`src/rtl/layer_pass_ctrl_pkg.sv`:
```
// layer_pass_ctrl_pkg: shared FSM state type, counter width and default geometry
package layer_pass_ctrl_pkg;
    typedef enum logic [2:0] {IDLE, LOAD, START, RUN, NEXT, DONE} state_t;
    localparam int PIX_W = 16;
    localparam int DEF_WIDTH = 56;
    localparam int DEF_HEIGHT = 56;
    localparam int DEF_NUM_GROUPS = 8;
endpackage

```
`src/rtl/layer_pass_ctrl_pix_frame_counter.sv`:
```
// pix_frame_counter: per-pass pixel counter with clear, enable and terminal count
module pix_frame_counter
    import layer_pass_ctrl_pkg::*;
#(
    parameter int NUM_PIX = DEF_WIDTH * DEF_HEIGHT
) (
    input  logic             clk,
    input  logic             resetn,
    input  logic             clr,
    input  logic             en,
    output logic             tc,
    output logic [PIX_W-1:0] cnt
);
    always_ff @(posedge clk or negedge resetn)
        if (!resetn) cnt <= '0;
        else if (clr) cnt <= '0;
        else if (en) cnt <= cnt + 1'b1;
    assign tc = (cnt == PIX_W'(NUM_PIX - 1));
endmodule

```
`src/rtl/layer_pass_ctrl.sv`:
```
// layer_pass_ctrl: sequences weight load and datapath passes over all output-channel groups
module layer_pass_ctrl
    import layer_pass_ctrl_pkg::*;
#(
    parameter int WIDTH = DEF_WIDTH,
    parameter int HEIGHT = DEF_HEIGHT,
    parameter int NUM_GROUPS = DEF_NUM_GROUPS,
    localparam int GW = (NUM_GROUPS > 1) ? $clog2(NUM_GROUPS) : 1
) (
    input  logic             clk,
    input  logic             resetn,
    input  logic             start,
    input  logic             abort,
    output logic             wgt_load_req,
    input  logic             wgt_load_ack,
    output logic             pass_start,
    input  logic             data_valid_in,
    output logic [GW-1:0]    grp_idx,
    output logic [PIX_W-1:0] pix_cnt,
    output logic             pass_done,
    output logic             layer_done,
    output logic             busy,
    output logic             err_overrun
);
    localparam int NUM_PIX = WIDTH * HEIGHT;
    state_t state, nxt;
    logic tc, last, accept;
    assign last = (grp_idx == GW'(NUM_GROUPS - 1));
    assign accept = (state == IDLE) && start;
    always_ff @(posedge clk or negedge resetn)
        if (!resetn) state <= IDLE;
        else state <= nxt;
    // abort overrides every other transition out of a non-idle state
    always_comb begin
        nxt = state;
        case (state)
            IDLE:    nxt = start ? LOAD : IDLE;
            LOAD:    nxt = wgt_load_ack ? START : LOAD;
            START:   nxt = RUN;
            RUN:     nxt = (data_valid_in && tc) ? NEXT : RUN;
            NEXT:    nxt = last ? DONE : LOAD;
            DONE:    nxt = IDLE;
            default: nxt = IDLE;
        endcase
        if (abort && state != IDLE) nxt = IDLE;
    end
    always_ff @(posedge clk or negedge resetn)
        if (!resetn) begin
            grp_idx <= '0;
            err_overrun <= 1'b0;
        end else begin
            if (accept) grp_idx <= '0;
            else if (state == NEXT && !last && !abort) grp_idx <= grp_idx + 1'b1;
            err_overrun <= (data_valid_in && state != RUN) || (err_overrun && !accept);
        end
    pix_frame_counter #(.NUM_PIX(NUM_PIX)) u_cnt (
        .clk(clk),
        .resetn(resetn),
        .clr(state == START),
        .en(state == RUN && data_valid_in),
        .tc(tc),
        .cnt(pix_cnt)
    );
    assign wgt_load_req = (state == LOAD);
    assign pass_start = (state == START);
    assign pass_done = (state == NEXT);
    assign layer_done = (state == DONE);
    assign busy = (state != IDLE);
endmodule

```
`config.mk`:
```
export PLATFORM = sky130hd
export DESIGN_NAME = layer_pass_ctrl
export DESIGN_NICKNAME = d
export VERILOG_FILES = /design/src/rtl/layer_pass_ctrl_pkg.sv /design/src/rtl/layer_pass_ctrl_pix_frame_counter.sv /design/src/rtl/layer_pass_ctrl.sv
export SDC_FILE = /design/constraint.sdc
export NUM_CORES = 1
export LEC_CHECK = 0
export CORE_ASPECT_RATIO = 1.4
export CORE_UTILIZATION = 40
export DETAILED_ROUTE_END_ITERATION = 8
export PLACE_DENSITY = 0.64
export SLEW_MARGIN = 20
export SYNTH_ARGS = -nofsm -noshare
export SYNTH_HDL_FRONTEND = slang
export SYNTH_HIERARCHICAL = 1
export SYNTH_SLANG_ARGS = --single-unit
```
`constraint.sdc`:
```
create_clock -name clk -period 2.6 [get_ports clk]
set_input_delay 0.52 -clock clk [delete_from_list [all_inputs] [get_ports clk]]
set_output_delay 0.52 -clock clk [all_outputs]
set_load 0.01 [all_outputs]
```
* Word level (Yosys, flattened, before mapping) *
Index checks and enable logic that the tools add are counted.

cells by class
  equal/unequal tests = 8
  reduce and logical (&&, ||, !) cells = 16
  muxes and demuxes = 10
  add/sub/neg operators = 2

operator list
  kind                   number
  $mux 16                2
  $add 16x1->16 const B  1
  $eq 16x12->1 const B   1
  $mux 3                 5
  $pmux 3 s5             1
  $eq 3x3->1 const B     3
  $logic_and 1x1->1      8
  $eq 3x2->1 const B     2
  $reduce_bool 2->1      2
  $add 3x1->3 const B    1
  $eq 3x1->1 const B     1
  $logic_not 1->1        3
  $logic_not 3->1        1
  $ne 3x2->1 const B     1
  $reduce_bool 3->1      1
  $mux 2                 1
  $logic_or 1x1->1       1
  $mux 1                 1

word-level totals
  output and inout bits = 25
  register bits = 23
  word-level logic and storage cells = 40
  input port bits = 6

* Longest topological paths before layout *
Gate-level depths: netlist (run 1).

  word-level depth = 6
  gate-level depth with buffers = 8
  gate-level depth less buffers = 7

* Cells and area by module *
The synthesis (run 1) kept the hierarchy.

modules (own cells, without submodules)
  module             cells each  instances  area an instance (µm²)
  pix_frame_counter  84          1          843.3
  layer_pass_ctrl    47          1          449.2

* Least setup slack after synthesis (run 1) *
Ideal clock, no wire load.

  path kind = register to register
  from = register state[2]
  to = register u_cnt.cnt[15]
  cell stages (with the launch flop) = 9
  required time = 2.475 ns
  slack = 0.560 ns
  period minus slack after synthesis = 2.040 ns
  library setup time = 0.125 ns
  path buffers = 2
  arrival time = 1.916 ns
  cells stage by stage = dfrtp_1 -> buf_2 -> nand3b_1 -> nor2_1 -> buf_4 -> nand4_2 -> nor2_1 -> nor4b_1 -> mux2_2

between the ends
  longest elaborated chain between the ends = 3
  elaborated cells on any way between the ends = 5

ends and longest elaborated chain
  what                         RTL line                                 text
  start: declaration           layer_pass_ctrl.sv:26                    state_t state, nxt;
  start signal: assignment     layer_pass_ctrl.sv:32                    else state <= nxt;
  $eq 3x2->1                   layer_pass_ctrl.sv:60                    .en(state == RUN && data_valid_in),
  $logic_and 1x1->1            layer_pass_ctrl.sv:60
  $reduce_bool 2->1 (no line)  n/a
  end signal: assignment       layer_pass_ctrl_pix_frame_counter.sv:17  else if (en) cnt <= cnt + 1'b1;
  end: declaration             layer_pass_ctrl_pix_frame_counter.sv:12  output logic [PIX_W-1:0] cnt

Parallel ways exist; a longest one is shown, timed or not.
A chain may end at the register's enable or synchronous reset.

* Final worst setup path (run 1) *
  from = register state[2]
  to = output pass_done

between the ends
  longest elaborated chain between the ends = 1

ends and longest elaborated chain
  what              RTL line               text
  $eq 3x3->1        layer_pass_ctrl.sv:66  assign pass_done = (state == NEXT);
  end: declaration  layer_pass_ctrl.sv:20  output logic pass_done,

Every way passes these cells.

==> results of run 1 <==
## state kept, by name, indices dropped and copies added (netlist names)
| signal | count |
|---|---|
| err_overrun | 1 |
| state | 3 |
| grp_idx | 3 |
| u_cnt/cnt | 16 |
## worst max-delay path: stages (launching register included)
cell and delay (ns):
dfrtp_1 0.55, nor3b_2 0.35, clkdlybuf4s50_1 0.59
## where the power goes
part	switching, mW	internal (mW)
Sequential	0.0464	0.383
Clock	0.110	0.109
Combinational	0.0951	0.117
## layout by cell type, fill, tap and decap left out, types with 2 or more instances in the layout
cell type / synthesis / routed
clkdlybuf4s50_1: 0 / 30
nor2_1: 23 / 23
dfrtp_1: 23 / 23
nand2_1: 10 / 10
xor2_1: 6 / 6
buf_4: 1 / 5
inv_1: 4 / 4
nand4_1: 4 / 4
xnor2_1: 4 / 4
nor2b_1: 3 / 3
nand3_1: 3 / 3
mux2i_1: 3 / 3
ha_1: 3 / 3
clkbuf_8: 0 / 3
a21oi_1: 3 / 3
nor3b_2: 1 / 2
nor3_1: 2 / 2
nor4_1: 2 / 2
and3_1: 2 / 2
a31o_1: 2 / 2
nor3b_1: 3 / 2
mux2_2: 2 / 2
## area by class of cell
class	instances	area (um2)	area share
clock buffer	4	45.0	0.0266
multi-input combinational	98	671	0.396
tap	39	48.8	0.0288
inverter	4	15.0	0.00887
timing repair buffer	35	338	0.200
sequential	23	576	0.340
## metrics by stage
step           total power [mW]   util  hold slack [ns]
2_1_floorplan             0.552      -            0.224
3_3_place_gp              0.644  0.533            0.496
3_5_place_dp              0.649  0.533            0.517
4_1_cts                   0.875  0.547            0.528
5_1_grt                   0.913  0.547            0.568
6_report                  0.861  0.547            0.520
## final timing paths
check | slack [ns] | endpoint
worst min register to register | 0.52 | grp_idx[0]
max in group asynchronous | 1.77 | state[0]
worst min-delay path | 0.52 | grp_idx[0]
worst max register to register | 0.54 | u_cnt/cnt[15]
worst max-delay path | 0.33 | pass_done
min in group asynchronous | 0.61 | u_cnt/cnt[11]
## cells by family (layout without fill, tap and decap cells)
logic type / Yosys count / after routing / share of synthesized area
and+or+nand+nor: 67 / 67 / 0.301
DFF: 23 / 23 / 0.445
AOI/OAI and AO/OA: 13 / 13 / 0.0765
xor gates and xnor gates: 10 / 10 / 0.0678
buffers and inverters: 10 / 43 / 0.0397
muxes: 5 / 5 / 0.0407
adders and majority gates: 3 / 3 / 0.0290
## per-layer routing
layer  wire, um  global-route usage  vias up
li1           -                   -      530
met1       1290               0.254      545
met2       1480               0.295       29
met3        133              0.0329        4
met4         44              0.0921        0
met5          0                   0        -
## synthesized netlist by cell type, drive strengths merged, types with 2 or more instances
library cell,n
or3,2
nor3b,4
nor3,2
a21oi,3
and4,2
mux2i,3
inv,4
buf,4
xor2,6
ha,3
nor4,2
nor2,23
nand3,3
nor2b,3
nand2,10
nand4,6
xnor2,4
dfrtp,23
a31o,2
and3,3
clkbuf,2
mux2,2
or4b,2
==> summary.txt, run 1 <==
First-pass GRT wire length - 5.09 mm
Final WL - 2.95 mm
Yosys Warn Count - 6
Overall routing resource usage - 0.191
Vias per cell - 5.46
Fin area - 0.00169 mm2
Crit start category - register
Worst slew pin tran - 0.349 ns
Area Growth Syn to Fin - 31.0%
Post-Layout Cell Count - 203
Top_reg_cell synth - dfrtp_1
Worst reg2reg startpoint - state[2]
Drt wl/cell - 14.5 um
ANT nets after route - 0
Num ports - 31
Sequential fraction of the synthesis area - 0.445
Post-synth top area cell - dfrtp_1
Total Die Area - 0.00347 mm2
Worst EP arrival - 1.75 ns
Critical Path Source - state[2]
Pins Over Slew Limit - 0
Crit path kind - reg2out
CTS max path bufs - 2
Port buffer count - 30
Period Utilization, post-route - 0.874
# rows - 24
Detailed Route Iter0 Violations - 23
Final setup vio count - 0
Total setup buffers inserted after CTS - 0
Hold_buf cts - 0
Final worst slack - 0.326 ns
Final hold vios - 0
Net Count, Synth - 140
Die width - 50.0 um
Crit path time final - 2.27 ns
CTS Buf Count - 3
Clk Latency, worst-skew pair - 0.27 ns
Max-slew headroom - 0.768
Synth top area share - 0.445
Hold path depth - 1
CTS clk-pin slew, worst paths - 0.07 ns
Worst EP required - 2.08 ns
Synth Cell Area - 0.00129 mm2
CTS tree - done
Synthesized flop and latch total - 23
Nets@finish - 174
Vias - 1108
Setup TNS - 0 ns
Initial Util - 0.418
Max VDD drop - 341 uV
Core Footprint - 0.00309 mm2
Top cells by area, synth - dfrtp_1 (45%), nor2_1 (6.7%), xor2_1 (4.1%), ha_1 (2.9%), nand2_1 (2.9%)
Share of layout cells above drive strength 1 - 0.110
CP Max Fanout - 11
Synthesized area per cell - 9.87 um2
R2r worst-path depth - 6
Fmax - 0.440 GHz
FFs w/ async S/R, synth - 1.00
Synthesized instance count - 131
Post-cts sizing count - 0
Number of global-route vias before repair - 1069
EDFF count, synth - 0
Post-DP HPWL - 2.12 mm
Filler Cell Count - 298
Number of max-cap violations - 0
GP Congestion - 0.754
Leakage - 0.744 nW
Initial antenna violation count - 0
Yosys cell types - 45
Power density over cell area - 509 mW/mm2
Largest net degree at the start of global routing - 24
Status - finished, final reports clean
RSZ-0062 raised after global routing - no
Global route total overflow - 0
Placed Cells - 199
TritonRoute pass-1 iters - 4
DP Area - 0.00165 mm2
DRC - 0
Ant. Diodes - 0
Hold Startpoint - grp_idx[0]
Num Clock Sinks - 23
Die height - 69.3 um
# H-tree levels - 1
CTS root buf - clkbuf_8
Place WS - 0.235 ns
Worst Clk Skew - 0.00566 ns
Hold WC Path Type - reg2reg
CP endpoint kind - output pin
Power figures use the tool's default switching activity.
==> inputs of run 2 (changes only) <==
--- a/config.mk
+++ b/config.mk
@@ -7,8 +7,11 @@
 export LEC_CHECK = 0
 export CORE_ASPECT_RATIO = 1.4
 export CORE_UTILIZATION = 40
+export CTS_CLUSTER_SIZE = 20
 export DETAILED_ROUTE_END_ITERATION = 8
+export GPL_TIMING_DRIVEN = 0
 export PLACE_DENSITY = 0.64
+export REMOVE_ABC_BUFFERS = 1
 export SLEW_MARGIN = 20
 export SYNTH_ARGS = -nofsm -noshare
 export SYNTH_HDL_FRONTEND = slang
==> summary.txt, run 2 (synthesized netlist as in run 1, its figures left out) <==
Final worst slack - 0.163 ns
CTS root buf - clkbuf_8
Worst reg2reg startpoint - state[2]
CTS tree - done
Post-Layout Cell Count - 202
Detailed Route Iter0 Violations - 18
Total Die Area - 0.00347 mm2
Placed Cells - 195
Number of max-cap violations - 0
# rows - 24
Crit path capture - u_cnt/cnt[15]
Crit path time final - 2.44 ns
Worst EP required - 2.75 ns
Period Utilization, post-route - 0.937
Hold Slack - 0.220 ns
Most flop-heavy register - u_cnt/cnt
Leakage - 0.742 nW
Fmax - 0.410 GHz
Hold_buf cts - 0
Top layer in use - met4
Final setup vio count - 0
Core Footprint - 0.00309 mm2
RSZ-0062 raised after global routing - no
Share of layout cells above drive strength 1 - 0.123
Final WL - 2.66 mm
Clk Latency, worst-skew pair - 0.26 ns
Final hold vios - 0
Num Clock Sinks - 23
CP endpoint kind - register
Setup TNS - 0 ns
Post-DP HPWL - 1.95 mm
# H-tree levels - 1
Drt wl/cell - 13.2 um
Area Growth Syn to Fin - 31.2%
Initial antenna violation count - 0
Met2 wire len - 1.40 mm
Ant. Diodes - 0
Status - finished, final reports clean
Max VDD drop - 280 uV
Worst EP arrival - 2.59 ns
Most frequent cells in the layout - clkdlybuf4s50_1 (29), dfrtp_1 (23), nor2_1 (22)
CTS Buf Count - 3
GP Congestion - 0.740
Port buffer count - 30
Wl on met1 - 1.16 mm
First-pass GRT wire length - 4.69 mm
Commonest non-fill, non-tap cell in the layout - clkdlybuf4s50_1
Max-slew headroom - 0.659
Nets@finish - 173
Initial Util - 0.418
Die height - 69.3 um
Die width - 50.0 um
Max FFs per register - 16
Final Util - 0.548
CTS clk-pin slew, worst paths - 0.08 ns
Vias - 1070
Largest net degree at the start of global routing - 24
DRC - 0
Crit start category - register
Vias per cell - 5.30
Critical Path Source - state[2]
Number of global-route vias before repair - 1074
Place WS - -0.458 ns
Flop-to-flop setup slack - 0.16 ns
Pins Over Slew Limit - 0
CP Max Fanout - 11
CTS max path bufs - 2
TritonRoute pass-1 iters - 4
Num ports - 31
Regs by FF count - u_cnt/cnt: 16 flops, grp_idx: 3 flops, state: 3 flops
Worst slew pin tran - 0.511 ns
Endpoint of the lowest-slack register-to-register path - u_cnt/cnt[15]
Power density over cell area - 512 mW/mm2
Met3 WL - 80 um
Global route total overflow - 0
Worst Clk Skew - 0.00289 ns
R2r worst-path depth - 6
Overall routing resource usage - 0.171
Hold WC Path Type - in2async
Crit path kind - reg2reg
ANT nets after route - 0
## run 2: changes by cell type in the layout (fill, tap and decap cells not counted), sizes merged
cell / before / now
clkbuf: 4 / 3
clkdlybuf4s50: 30 / 29
clkinv: 0 / 1
## run 2: metal layers
layer,vias to the layer above,GRT usage
met3,2,0.0219
met4,0,0.0571
met1,522,0.206
li1,525,-
met2,21,0.302
met5,-,0
## run 2: metrics by stage
stage	cell area, um2	total power, mW
floorplan	1260	0.533
global placement	1610	0.634
detailed placement	1620	0.646
CTS	1670	0.872
global route	1700	0.922
finish	1700	0.869
## run 2: worst min-delay path by stage
| stage | endpoint | slack [ns] | cells after the start |
|---|---|---|---|
| finish | u_cnt/cnt[12] | 0.22 | 1 |
| global route | u_cnt/cnt[3] | 0.25 | 1 |
| CTS | grp_idx[0] | 0.52 | 1 |
| detailed placement | grp_idx[0] | 0.51 | 1 |
| global placement | grp_idx[0] | 0.51 | 1 |
| floorplan | err_overrun | 0.22 | 0 |
## run 2: power breakdown
group          leakage, nW  internal (mW)  switching [mW]  total [mW]
combinational        0.403          0.125          0.0962       0.221
sequential           0.314          0.383          0.0481       0.431
clock               0.0255          0.107           0.110       0.217
## run 2: cell type report
cell class	instances	area [um2]
Clock buffer	3	41.3
Fill cell	291	1400
Clock inverter	1	5.00
Timing Repair Buffer	34	325
Tap cell	39	48.8
Sequential cell	23	576
Inverter	4	15.0
Multi-Input combinational cell	98	684
## run 2: timing repair
item	in CTS	in global routing
pin swaps	0	0
cloned	0	0
buffers inserted	0	3
endpoints found under the setup margin	3	3
gates resized for setup	2	1
## run 2: worst max-delay path, cell delays in order (launching register included)
cell,delay [ns]
dfrtp_1,0.53
nand3b_1,0.31
nor2_4,0.27
nand4_2,0.22
nor2_1,0.30
nor4b_1,0.33
mux2_2,0.37
